**config.mk**
```make
export PLATFORM = sky130hd
export DESIGN_NAME = dsram_req_ctrl
export DESIGN_NICKNAME = d
export VERILOG_FILES = /design/src/rtl/dsram_req_ctrl.sv
export SDC_FILE = /design/constraint.sdc
export NUM_CORES = 1
export LEC_CHECK = 0
export BUFFER_PORTS_ARGS = -buffer_cell sky130_fd_sc_hd__buf_2
export CAP_MARGIN = 5
export CORE_AREA = 4 4 117 119
export CTS_CLUSTER_SIZE = 20
export DETAILED_ROUTE_END_ITERATION = 8
export DIE_AREA = 0 0 121 123
export GPL_TIMING_DRIVEN = 1
export PLACE_DENSITY_LB_ADDON = 0.1
export SYNTH_ARGS = -nofsm -noshare
export SYNTH_HDL_FRONTEND = slang
export SYNTH_SLANG_ARGS = --single-unit
```
**constraint.sdc**
```tcl
create_clock -name clk -period 1.2 [get_ports clk]
set_input_delay 0.06 -clock clk [delete_from_list [all_inputs] [get_ports clk]]
set_output_delay 0.06 -clock clk [all_outputs]
set_load 0.03 [all_outputs]
```
**src/rtl/dsram_req_ctrl.sv**
```systemverilog
// dsram_req_ctrl: single-outstanding sequencer between the EXE/MEM stages and
// an SRAM-like data bus (req / addr_ok / data_ok).
// Optional build macro: DSRAM_FLUSH_EN enables flush handling and the discard
// flag. Without it the flush port is ignored and every accepted request
// produces exactly one buffered response.
// Bus protocol violations (data_data_ok outside RESP, data_addr_ok outside REQ)
// are ignored by construction: every transition is qualified by the state.

module dsram_req_ctrl (
  input  logic        clk,
  input  logic        reset,
  input  logic        es_req_valid,
  input  logic        es_req_wr,
  input  logic [1:0]  es_req_size,
  input  logic [3:0]  es_req_wstrb,
  input  logic [31:0] es_req_addr,
  input  logic [31:0] es_req_wdata,
  output logic        es_req_ready,
  output logic        ms_resp_valid,
  output logic        ms_resp_wr,
  output logic [31:0] ms_rdata,
  input  logic        ms_resp_take,
  input  logic        flush,
  output logic        data_req,
  output logic        data_wr,
  output logic [1:0]  data_size,
  output logic [3:0]  data_wstrb,
  output logic [31:0] data_addr,
  output logic [31:0] data_wdata,
  input  logic        data_addr_ok,
  input  logic [31:0] data_rdata,
  input  logic        data_data_ok
);

  typedef enum logic [1:0] {
    S_IDLE = 2'd0,
    S_REQ  = 2'd1,
    S_RESP = 2'd2,
    S_HOLD = 2'd3
  } state_t;

  state_t state_reg;
  state_t state_next;
  logic   discard_reg;
  logic   discard_next;
  logic   flush_eff;
  logic   accept;
  logic   capture;
  logic   data_req_next;
  logic   ms_resp_valid_next;

`ifdef DSRAM_FLUSH_EN
  assign flush_eff = flush;
`else
  // Flush is architecturally ignored in this build; keep the port visibly sunk.
  logic unused_flush;
  assign unused_flush = flush;
  assign flush_eff    = 1'b0;
`endif

  // State register and discard flag.
  always_ff @(posedge clk) begin
    if (reset) begin
      state_reg   <= S_IDLE;
      discard_reg <= 1'b0;
    end else begin
      state_reg   <= state_next;
      discard_reg <= discard_next;
    end
  end

  // Next-state logic, including flush kill and discard of in-flight responses.
  always_comb begin
    state_next   = state_reg;
    discard_next = discard_reg;
    case (state_reg)
      S_IDLE: begin
        if (accept) state_next = S_REQ;
      end
      S_REQ: begin
        if (flush_eff) begin
          // Accepted in the same cycle: the slave owes us a beat we must swallow.
          if (data_addr_ok) begin
            state_next   = S_RESP;
            discard_next = 1'b1;
          end else begin
            state_next   = S_IDLE;
          end
        end else if (data_addr_ok) begin
          state_next = S_RESP;
        end
      end
      S_RESP: begin
        if (flush_eff) begin
          // A beat arriving with the flush itself is simply dropped.
          if (data_data_ok) begin
            state_next   = S_IDLE;
            discard_next = 1'b0;
          end else begin
            discard_next = 1'b1;
          end
        end else if (data_data_ok) begin
          state_next   = discard_reg ? S_IDLE : S_HOLD;
          discard_next = 1'b0;
        end
      end
      S_HOLD: begin
        if (flush_eff || ms_resp_take) state_next = S_IDLE;
      end
      default: begin
        state_next   = S_IDLE;
        discard_next = 1'b0;
      end
    endcase
  end

  // Output decode: handshake is combinational, bus/response strobes are
  // precomputed from the next state so they come straight out of flops.
  always_comb begin
    es_req_ready       = (state_reg == S_IDLE) && !flush_eff;
    accept             = es_req_valid && es_req_ready;
    capture            = (state_reg == S_RESP) && data_data_ok &&
                         !discard_reg && !flush_eff;
    data_req_next      = (state_next == S_REQ);
    ms_resp_valid_next = (state_next == S_HOLD);
  end

  // Request register; it drives the bus fields directly so they stay stable
  // for the whole REQ phase.
  always_ff @(posedge clk) begin
    if (reset) begin
      data_wr    <= 1'b0;
      data_size  <= 2'd0;
      data_wstrb <= 4'd0;
      data_addr  <= 32'd0;
      data_wdata <= 32'd0;
    end else if (accept) begin
      data_wr    <= es_req_wr;
      data_size  <= es_req_size;
      data_wstrb <= es_req_wstrb;
      data_addr  <= es_req_addr;
      data_wdata <= es_req_wdata;
    end
  end

  // Registered strobes and the response buffer held for the MEM stage.
  always_ff @(posedge clk) begin
    if (reset) begin
      data_req      <= 1'b0;
      ms_resp_valid <= 1'b0;
      ms_resp_wr    <= 1'b0;
      ms_rdata      <= 32'd0;
    end else begin
      data_req      <= data_req_next;
      ms_resp_valid <= ms_resp_valid_next;
      if (capture) begin
        ms_rdata   <= data_rdata;
        ms_resp_wr <= data_wr;
      end
    end
  end

endmodule
```
### Word-level counts from Yosys, hierarchy flattened

Cells that the tools add are included.

| word-level totals | value |
|---|---|
| flip-flop bits (word level) | 108 |
| latch bits | 0 |
| RAM bits | 0 |
| ROM bits | 0 |
| output and inout port bits | 107 |
| memories kept | 0 |

| cells by class | value |
|---|---|
| $add $sub $neg | 0 |
| multipliers | 0 |
| div/mod/pow operators | 0 |
| magnitude comparators | 0 |
| equal/unequal tests | 5 |
| shifts and indexed selects | 0 |
| multiplexer cells | 5 |
| bitwise logic cells | 0 |
| reduce and logical (&&, ||, !) cells | 3 |

Operator list:

| cell | count |
|---|---|
| 2-to-1 mux 2 bit | 4 |
| case mux 2 bit (4 select lines) | 1 |
| equality test 2 bit (second input constant) | 3 |
| equality test 2 x 1 -> 1 bit (second input constant) | 2 |
| logical AND 1 bit | 2 |
| logical NOT 2 bit | 1 |

### Longest topological paths before layout

Gate-level depths: netlist (run 1).

| depth | value |
|---|---|
| depth in word-level cells | 5 |
| depth in mapped cells | 5 |
| depth with buffers taken out | 2 |

### Worst setup path after synthesis (run 1)

Ideal clock, no wire load.

| timing | value |
|---|---|
| path type | flip-flop to flip-flop |
| start | register state_reg[0] |
| end | register data_addr[0] |
| library setup time | 0.072 ns |
| arrival | 1.105 ns |
| required time | 1.128 ns |
| slack | 0.023 ns |
| cell stages (with the launch flop) | 6 |
| cells stage by stage | dfxtp_1 > buf_6 > nor3b_4 > buf_12 > buf_12 > mux2i_1 |

| on the way | value |
|---|---|
| word-level cells in the longest chain between the ends | 2 |

Ends and longest elaborated chain:

| item | RTL line | source |
|---|---|---|
| start: declaration | 42 | `state_t state_reg;` |
| start signal: assignment | 67 | `state_reg <= state_next;` |
| logical NOT 2 bit | 120 | `es_req_ready = (state_reg == S_IDLE) && !flush_eff;` |
| logical AND 1 bit | 121 | `accept = es_req_valid && es_req_ready;` |
| end signal: assignment | 141 | `data_addr <= es_req_addr;` |
| end: declaration | 28 | `output logic [31:0] data_addr,` |

Every way passes these cells.
A chain may end at the register's enable or synchronous reset.

### Worst setup path after layout (run 1)

| timing | value |
|---|---|
| start | register state_reg[0] |
| end | register ms_rdata[4] |

| on the way | value |
|---|---|
| word-level cells in the longest chain between the ends | 2 |

Ends and longest elaborated chain:

| item | RTL line | source |
|---|---|---|
| equality test 2 bit | 122 | `capture = (state_reg == S_RESP) && data_data_ok &&` |
| logical AND 1 bit | 122 |  |
| end signal: assignment | 157 | `ms_rdata <= data_rdata;` |
| end: declaration | 21 | `output logic [31:0] ms_rdata,` |

Every way passes these cells.

==> reports/qor.csv, run 1 <==
metric,value,unit
Clock Pin Slew Worst Setup and Hold Paths,0.07,ns
outcome,"complete, but fails checks",
Synth Instances,474,
leakage,3.49,nW
CTS Root Cell,clkbuf_16,
row count,41,
# nets final,901,
Critical Path RT,1.47,ns
most crowded layer after global routing,met2,
CP Data Arrival Time,1.51,ns
ys flop type,dfxtp_1,
Max stage delay on crit path,0.42,ns
failing checks,setup timing,
Final Instance Area,0.00770,mm2
met2 usage,30.3,%
max_slew headroom,77.7,%
kind of critical path,reg -> reg,
syn_nets,584,
I/O pins,217,
post-route setup slack,-0.0371,ns
total die area,0.0149,mm2
biggest regs,"data_addr (32), data_wdata (32), ms_rdata (32)",
Synth cell types,18,
routed vias/inst,4.33,
crit-path cells,"and3b_4, clkbuf_16, mux2i_1",
vias in the first global route,4340,
pre-CTS WS,-0.0583,ns
CP Capture Type,register,
final setup skew,0.00582,ns
GP Congestion,0.699,
top-count cell post-synth,nand2b_1,
share of the clock period used by the worst path,103,%
tightest hold margin,0.104,ns
H-tree depth,3,
VDD IR max,722,uV
largest net degree at the start of global routing,120,
Initial Util,39.4,%
pwr dens,1200,mW/mm2
DRC Markers,0,
Die Span X,121,um
crit-path leading delay family,simple AND/OR/NAND/NOR gates,
endpoints failing hold,0,
CP Launch Type,register,
"Slew Viols, Final",0,
met3 Resource Use GR,4.67,%
GRT Util Overall,17.0,%
commonest cells in the netlist,"210 x nand2b_1, 108 x dfxtp_1, 105 x mux2i_1, 21 x clkbuf_1, 8 x buf_12",
RSZ-0062 raised after global routing,true,
crit-path max FO,8,
Skew-Pair Late Insertion Delay,0.34,ns
Synth top area share,43.6,%
initial antenna violation count,0,
average wire per standard cell,13.6,um
final setup violating endpoints,20,
Synth Cell Area,0.00496,mm2
CP bufs+invs,1,
Area Growth Syn to Fin,55.4,%
slowest CP cell,and3b_4,
Max Root-Sink Buffers,2,
Post-synth EDFFs,0,
total power,0.00925,W
dominant cells by area after synthesis,"dfxtp_1 44%, nand2b_1 27%, mux2i_1 21%, buf_12 3.2%, clkbuf_1 1.6%",
HP Class,in -> reg,
Final min period,1.24,ns
Sink Count,108,
Yosys reg bits,108,
yosys warns,0,
IO Port Bufs,215,
syn avg cell area,10.5,um2
asr flop ratio synth,0,%
core box area,0.0126,mm2
slew at the pin with the worst max-slew slack,0.335,ns
post-placement cell area,0.00614,mm2
CTS buffer count,9,
Vert. Die Dim,123,um
first-pass GRT wire length,20.4,mm
Pre-antenna DRT Iters,4,
Routed WL,13.1,mm
CTS tree,yes,
post-route ant nets,0,
"area leader, netlist",dfxtp_1,
Max-Cap Viols,0,
final core utilization,61.3,%
layout cells sized above 1,32.4,%
met1 Use GR,19.4,%
fmax,808,MHz
sequential share of the synthesized area,43.6,%
Vias,4200,
remaining global-route overflow,0,
Detailed Route Iter0 Violations,222,
hpwl dp,8.04,mm
-- worst reg2reg max path: cells and delay by family, from the launching register on --
family,cells,cell delay [ns]
flops,1,0.34
buf+inv,1,0.22
mux,1,0.19
simple gates,1,0.42
-- path summary, 6_finish.rpt --
path,from,end,slack (ns),cells after the start
setup / recovery,state_reg[0]$_SDFF_PP0_,ms_rdata[4]$_SDFFE_PP0P_,-0.04,3
hold / removal,es_req_valid,state_reg[0]$_SDFF_PP0_,0.10,3
setup reg to reg,state_reg[0]$_SDFF_PP0_,ms_rdata[4]$_SDFFE_PP0P_,-0.04,3
hold reg to reg,data_wdata[15]$_SDFFE_PP0P_,data_wdata[15]$_SDFFE_PP0P_,0.47,2
-- metal layers --
metal / wire, um / share of wire, % / up-vias
met3: 891 / 6.8 / 15
met4: 204 / 1.6 / 0
met5: 0 / 0 / -
met1: 5510 / 42 / 1902
met2: 6530 / 50 / 126
li1: - / - / 2157
-- cell type report --
cell class,instances,area (um2)
Antenna cell,1,2.50
Multi-Input combinational cell,329,2490
Clock inverter,4,72.6
Timing Repair Buffer,343,2510
Tap cell,172,215
Clock buffer,12,246
Sequential cell,108,2170
Fill cell,1075,4870
-- layout by cell type, fill, tap and decap left out, drive strengths merged, types with 2 or more instances in the layout --
cell type	count
a21oi	2
buf	232
bufinv	2
clkbuf	16
dfxtp	108
dlygate4sd3	107
mux2i	105
nand2b	210
nor2	2
or2b	2
-- cell families (layout without fill, tap and decap cells) --
| logic type | count (synthesis) | in the layout | share of synthesized area [%] |
|---|---|---|---|
| AOI/OAI and AO/OA | 5 | 5 | 0.732 |
| muxes | 106 | 106 | 21.4 |
| other | 0 | 1 | 0 |
| DFF | 108 | 108 | 43.6 |
| buffers and inverters | 37 | 359 | 6.39 |
| and+or+nand+nor | 218 | 218 | 27.8 |
-- where the power goes --
group          switching [W]  internal (W)  total (W)
sequential          0.000120       0.00382    0.00394
clock                0.00129       0.00189    0.00318
combinational        0.00108       0.00105    0.00214
-- repair_timing --
action,4_1_cts,5_1_grt
setup endpoints to repair,77,94
setup buffers,2,0
pin swaps,0,1
cloned,1,4
hold buffers,107,0
endpoints found under the hold margin,106,0
gates resized for setup,6,5
-- metrics by stage --
step / std cells / setup TNS, ns
floorplan: 474 / 0
global placement: 838 / -0.0107
detailed placement: 838 / -2.28
CTS: 964 / 0
global route: 968 / -4.66
finish: 969 / -0.365
Note: power is estimated with default switching activity, not from simulation.
==> run 2, diff against run 1 <==
ABC_AREA = 1   (was default)
CORE_AREA = 4 4 104 106   (was 4 4 117 119)
DIE_AREA = 0 0 108 110   (was 0 0 121 123)
==> run 2 against run 1 <==
- the run now ends clean
- clock power is 35% lower
- clock-buffer cell count is 1 lower
- critical path depth is 2 higher
- via count is 1.0% lower
- largest power group unchanged
- utilization is 3.3 points higher
- total power is 9.9% lower
- die area is 20% lower
- register-to-register slack better by 0.06 ns
==> reports/qor.csv, run 2 <==
metric,value,unit,change
main combinational cell family by area after synthesis,simple AND/OR/NAND/NOR gates,,unchanged
Area Growth Syn to Fin,66.6,%,was 55.4%
yosys warns,0,,unchanged
total power,0.00834,W,was 0.00925 W
DRC Markers,0,,unchanged
Max Root-Sink Buffers,2,,unchanged
biggest regs,"data_addr (32), data_wdata (32), ms_rdata (32)",,unchanged
vias in the first global route,4129,,was 4340
ys flop type,dfxtp_1,,unchanged
CP bufs+invs,1,,unchanged
Vias,4158,,was 4200
Post-synth EDFFs,0,,unchanged
RSZ-0062 raised after global routing,true,,unchanged
Pre-antenna DRT Iters,4,,unchanged
core box area,0.00977,mm2,was 0.0126 mm2
Adder-Cell Fraction of Synth Area,0,%,unchanged
HP Class,in -> reg,,unchanged
Final min period,1.18,ns,was 1.24 ns
endpoints failing hold,0,,unchanged
syn avg cell area,8.07,um2,was 10.5 um2
routed vias/inst,4.51,,was 4.33
remaining global-route overflow,0,,unchanged
ant diodes,0,,was 1
GP Congestion,0.726,,was 0.699
share of the clock period used by the worst path,98.5,%,was 103%
Synth Cell Area,0.00379,mm2,was 0.00496 mm2
H-tree depth,3,,unchanged
sequential share of the synthesized area,57.0,%,was 43.6%
"commonest cells after routing, fill and taps aside","214 x buf_2, 209 x nor2_1, 106 x dfxtp_1",,"was 213 x buf_2, 210 x nand2b_1, 107 x dlygate4sd3_1"
post-placement cell area,0.00502,mm2,was 0.00614 mm2
dominant cells by area after synthesis,"dfxtp_1 57%, nor2_1 21%, o21ai_0 12%, buf_6 3.0%, o21ai_1 1.3%",,"was dfxtp_1 44%, nand2b_1 27%, mux2i_1 21%, buf_12 3.2%, clkbuf_1 1.6%"
fmax,846,MHz,was 808 MHz
"area leader, netlist",dfxtp_1,,unchanged
final setup skew,0.0159,ns,was 0.00582 ns
CP Launch Type,register,,unchanged
CP Data Arrival Time,1.44,ns,was 1.51 ns
Synth Area in Compound Gates,14.2,%,was 0.732%
Die Span X,108,um,was 121 um
CTS tree,yes,,unchanged
"most common cell after layout, fill and taps aside",buf_2,,unchanged
Final TNS setup,0,ns,was -0.365 ns
leakage,3.05,nW,was 3.49 nW
Max stage delay on crit path,0.38,ns,was 0.42 ns
layout cells sized above 1,32.1,%,was 32.4%
hpwl dp,7.77,mm,was 8.04 mm
syn_nets,580,,was 584
crit-path leading delay family,flip-flops,,was simple AND/OR/NAND/NOR gates
Initial Util,38.8,%,was 39.4%
top-count cell post-synth,nor2_1,,was nand2b_1
Critical Path RT,1.45,ns,was 1.47 ns
first-pass GRT wire length,19.4,mm,was 20.4 mm
Routed WL,12.3,mm,was 13.1 mm
outcome,finished clean,,"was complete, but fails checks"
kind of critical path,reg -> reg,,unchanged
Synth cell types,23,,was 18
I/O pins,217,,unchanged
max_slew headroom,83.5,%,was 77.7%
Clock Pin Slew Worst Setup and Hold Paths,0.10,ns,was 0.07 ns
largest net degree at the start of global routing,56,,was 120
Synth top area share,57.0,%,was 43.6%
slowest CP cell,dfxtp_4,,was and3b_4
"Slew Viols, Final",0,,unchanged
slew at the pin with the worst max-slew slack,0.248,ns,was 0.335 ns
Detailed Route Iter0 Violations,227,,was 222
Max-Cap Viols,0,,unchanged
Vert. Die Dim,110,um,was 123 um
IO Port Bufs,215,,unchanged
Skew-Pair Late Insertion Delay,0.36,ns,was 0.34 ns
Final Instance Area,0.00631,mm2,was 0.00770 mm2
initial antenna violation count,0,,unchanged
Synth Instances,470,,was 474
final setup violating endpoints,0,,was 20
row count,36,,was 41
pwr dens,1320,mW/mm2,was 1200 mW/mm2
average wire per standard cell,13.4,um,was 13.6 um
CTS buffer count,9,,unchanged
Sink Count,108,,unchanged
Yosys reg bits,108,,unchanged
crit-path cells,"nor2_4, nand2_4, buf_12, o21ai_0, nor2_1",,"was and3b_4, clkbuf_16, mux2i_1"
post-route ant nets,0,,unchanged
CP Capture Type,register,,unchanged
# nets final,894,,was 901
mux share of post-synthesis cell area,0,%,was 21.4%
commonest cells in the netlist,"209 x nor2_1, 108 x dfxtp_1, 94 x o21ai_0, 10 x buf_6, 10 x o21ai_1",,"was 210 x nand2b_1, 108 x dfxtp_1, 105 x mux2i_1, 21 x clkbuf_1, 8 x buf_12"
CTS Root Cell,clkbuf_8,,was clkbuf_16
crit-path max FO,41,,was 8
asr flop ratio synth,0,%,unchanged
VDD IR max,620,uV,was 722 uV
postcts setup bufs,0,,was 2
GRT Util Overall,20.2,%,was 17.0%
total die area,0.0119,mm2,was 0.0149 mm2
Synth Area in XOR/XNOR,0,%,unchanged
Synth Area in Simple Gates,22.5,%,was 27.8%
run 2: cell types whose count changed in the layout (fill, tap and decap cells not counted), moves of 2 or more:
cell | before | now
o21ai_0 | 0 | 83
buf_4 | 8 | 4
bufinv_16 | 2 | 0
mux2i_1 | 104 | 0
nor2_1 | 1 | 209
inv_6 | 0 | 6
inv_1 | 0 | 3
o21ai_1 | 0 | 21
dlygate4sd3_1 | 107 | 105
inv_2 | 0 | 2
clkbuf_8 | 1 | 10
or2b_1 | 2 | 0
nand2b_1 | 210 | 0
clkbuf_16 | 13 | 2
run 2: power breakdown:
group | internal, W | switching (W)
logic | 0.000901 | 0.00133
registers | 0.00389 | 0.000149
clock network | 0.000842 | 0.00122
run 2: per-layer routing:
metal	GRT usage (%)	vias up	wire length (um)
li1	-	2129	-
met1	23.1	1868	4950
met2	36.5	143	6300
met3	5.59	18	911
met4	6.94	0	178
met5	0	-	0
run 2: cells by family after synthesis:
logic type	after synthesis
AOI/OAI and AO/OA	107
buffers and inverters	38
DFF	108
and+or+nand+nor	217
run 2: what timing repair did:
action | CTS | global route
gates resized for setup | 2 | 16
endpoints found under the setup margin | 2 | 89
gates cloned | 0 | 2
hold buffers | 105 | 0
hold endpoints to repair | 105 | 0
run 2: area by class of cell:
type                            instances  area (um2)
Clock buffer                           11         141
Multi-Input combinational cell        324        1390
Inverter                                7        36.3
Sequential cell                       108        2170
Tap cell                              133         166
Timing Repair Buffer                  334        2370
Clock inverter                          5        40.0
Fill cell                             880        3460
run 2: tightest hold or removal path, stage by stage:
cell and delay [ns]:
buf_2 0.11, nand3_4 0.15, a21oi_1 0.08
run 2: final timing paths:
check,startpoint,endpoint,slack [ns],cells after the start
hold / removal,data_data_ok,ms_resp_valid$_SDFF_PP0_,0.09,3
hold reg to reg,data_wdata[24]$_SDFFE_PP0P_,data_wdata[24]$_SDFFE_PP0P_,0.48,2
setup reg to reg,state_reg[0]$_SDFF_PP0_,data_wdata[7]$_SDFFE_PP0P_,0.02,5
setup / recovery,state_reg[0]$_SDFF_PP0_,data_wdata[7]$_SDFFE_PP0P_,0.02,5
run 2: metrics by stage:
step | hold slack, ns | utilization, % | std cells | setup slack, ns
floorplan | 0.129 | - | 470 | 0.000388
finish | 0.0884 | 64.6 | 922 | 0.0183
global placement | 0.248 | 51.3 | 799 | 0.0348
global route | 0.0774 | 64.6 | 922 | -0.0331
CTS | 0.0633 | 64.0 | 920 | 0.00918
detailed placement | 0.246 | 51.3 | 799 | 0.0125
==> run 3, diff against run 2 <==
MAX_ROUTING_LAYER = met4   (was default)
PLACE_DENSITY = 0.74   (was default)
PLACE_DENSITY_LB_ADDON = default   (was 0.1)
==> run 3 against run 2 <==
- sequential power about the same
- final area decreased by 1.3%
- die area did not move
- critical path depth up 1
- cell count down 0.22%
- via count increased by 2.8%
- register-to-register slack better by 0.04 ns
- clock skew fell by 0.010 ns
==> reports/qor.csv, run 3 (synthesis results as in run 2) <==
metric,value,unit,change
row count,36,,unchanged
post-route setup slack,0.0625,ns,was 0.0183 ns
layout cells sized above 1,31.6,%,was 32.1%
fmax,879,MHz,was 846 MHz
Layout fillers,791,,was 880
crit-path max FO,23,,was 41
GRT Util Overall,21.5,%,was 20.2%
Seq pwr share,50.2,%,was 48.4%
Skew-Pair Late Insertion Delay,0.35,ns,was 0.36 ns
HP Class,in -> reg,,unchanged
Die Span X,108,um,unchanged
Net Sw Frac,31.9,%,was 32.5%
leakage,3.00,nW,was 3.05 nW
# nets final,893,,was 894
CTS tree,yes,,unchanged
slowest CP cell,dfxtp_2,,was dfxtp_4
average wire per standard cell,14.0,um,was 13.4 um
postcts setup bufs,0,,unchanged
Max Root-Sink Buffers,2,,unchanged
total power,0.00807,W,was 0.00834 W
Critical Path Most Common Cell,nor2_1,,
Routed WL,12.9,mm,was 12.3 mm
pre-CTS WS,-0.0297,ns,was 0.0125 ns
CP Capture Type,register,,unchanged
core box area,0.00977,mm2,unchanged
DRC Markers,0,,unchanged
remaining global-route overflow,0,,unchanged
Vias,4274,,was 4158
largest net degree at the start of global routing,61,,was 56
first-pass GRT wire length,19.8,mm,was 19.4 mm
Placed Cells,800,,was 799
Detailed Route Iter0 Violations,283,,was 227
IO Port Bufs,215,,unchanged
hpwl dp,7.61,mm,was 7.77 mm
vias in the first global route,4340,,was 4129
CP Launch Type,register,,unchanged
pwr dens,1290,mW/mm2,was 1320 mW/mm2
final setup skew,0.00545,ns,was 0.0159 ns
I/O pins,217,,unchanged
Area Growth Syn to Fin,64.3,%,was 66.6%
total die area,0.0119,mm2,unchanged
final core utilization,63.7,%,was 64.6%
internal power,0.00549,W,was 0.00563 W
Pre-antenna DRT Iters,4,,unchanged
Initial Util,38.8,%,unchanged
Critical Path RT,1.48,ns,was 1.45 ns
area of the multi-input gates,0.00139,mm2,about the same
Final TNS setup,0,ns,unchanged
Max-Cap Viols,0,,unchanged
Sw Pwr,0.00258,W,was 0.00271 W
crit-path cells,"nor2_4, nand2_4, inv_6, buf_12, nor2_1, nor2_1",,"was nor2_4, nand2_4, buf_12, o21ai_0, nor2_1"
slew at the pin with the worst max-slew slack,0.229,ns,was 0.248 ns
endpoints failing hold,0,,unchanged
biggest regs,"data_addr (32), data_wdata (32), ms_rdata (32)",,unchanged
max_slew headroom,84.7,%,was 83.5%
outcome,finished clean,,unchanged
Register Area,0.00216,mm2,was 0.00217 mm2
CP Data Arrival Time,1.42,ns,was 1.44 ns
initial antenna violation count,0,,unchanged
CTS buffer count,9,,unchanged
CTS Root Cell,clkbuf_8,,unchanged
"most common cell after layout, fill and taps aside",buf_2,,unchanged
Sink Count,108,,unchanged
Vert. Die Dim,110,um,unchanged
share of the clock period used by the worst path,94.8,%,was 98.5%
final setup violating endpoints,0,,unchanged
Max stage delay on crit path,0.37,ns,was 0.38 ns
H-tree depth,3,,unchanged
post-route ant nets,0,,unchanged
RSZ-0062 raised after global routing,true,,unchanged
Final min period,1.14,ns,was 1.18 ns
Comb pwr share,27.5,%,was 26.8%
"commonest cells after routing, fill and taps aside","215 x buf_2, 209 x nor2_1, 106 x dfxtp_1",,"was 214 x buf_2, 209 x nor2_1, 106 x dfxtp_1"
routed vias/inst,4.65,,was 4.51
GP Congestion,0.703,,was 0.726
VDD IR max,586,uV,was 620 uV
clock share of power,22.3,%,was 24.8%
"Slew Viols, Final",0,,unchanged
Final Non-Filler Cells,920,,was 922
Clock Pin Slew Worst Setup and Hold Paths,0.09,ns,was 0.10 ns
kind of critical path,reg -> reg,,unchanged
run 3: worst max-delay path, delay by kind of cell, from the launching register on:
family        cells  cell delay (ns)
buf+inv           2             0.28
flops             1             0.37
simple gates      4             0.40
run 3: through the flow:
step	hold slack, ns	cell area (um2)
after floorplan	0.129	3790
after global placement	0.249	5000
after detailed placement	0.246	5000
after CTS	0.0235	6180
after global routing	0.0362	6220
final	0.0457	6230
run 3: repair_timing:
item	CTS	global route
cloned	0	1
endpoints found under the setup margin	4	31
resized for setup	3	24
hold endpoints to repair	104	0
hold buffers	104	0
run 3: worst paths after layout:
kind                                             startpoint                          end  slack (ns)  depth (start not counted)
worst max-delay path                state_reg[0]$_SDFF_PP0_    data_addr[6]$_SDFFE_PP0P_        0.06                          6
worst min-delay path                         data_rdata[22]    ms_rdata[22]$_SDFFE_PP0P_        0.05                          3
worst max register to register      state_reg[0]$_SDFF_PP0_    data_addr[6]$_SDFFE_PP0P_        0.06                          6
worst min register to register  data_wdata[24]$_SDFFE_PP0P_  data_wdata[24]$_SDFFE_PP0P_        0.48                          2
run 3: area by class of cell:
cell class,instances,area share [%]
clock buffer,13,2.23
tap,133,2.67
sequential,108,34.7
inverter,7,0.623
antenna,2,0.0803
timing repair buffer,333,37.3
multi-input combinational,324,22.4
run 3: per-layer routing:
layer	up-vias	track usage, %	share of wire, %
met1	1930	21.9	38
li1	2120	-	-
met2	183	38.6	51
met4	0	10.8	3.7
met3	41	5.24	7.3
met5	-	-	0
run 3: power groups by stage:
stage,sequential (W),clock [W],combinational (W)
4_1_cts,0.00404,0.00190,0.00215
3_3_place_gp,0.00410,0,0.00185
3_5_place_dp,0.00412,0,0.00188
6_report,0.00405,0.00180,0.00222
5_1_grt,0.00408,0.00200,0.00240
2_1_floorplan,0.00471,0,0.000656
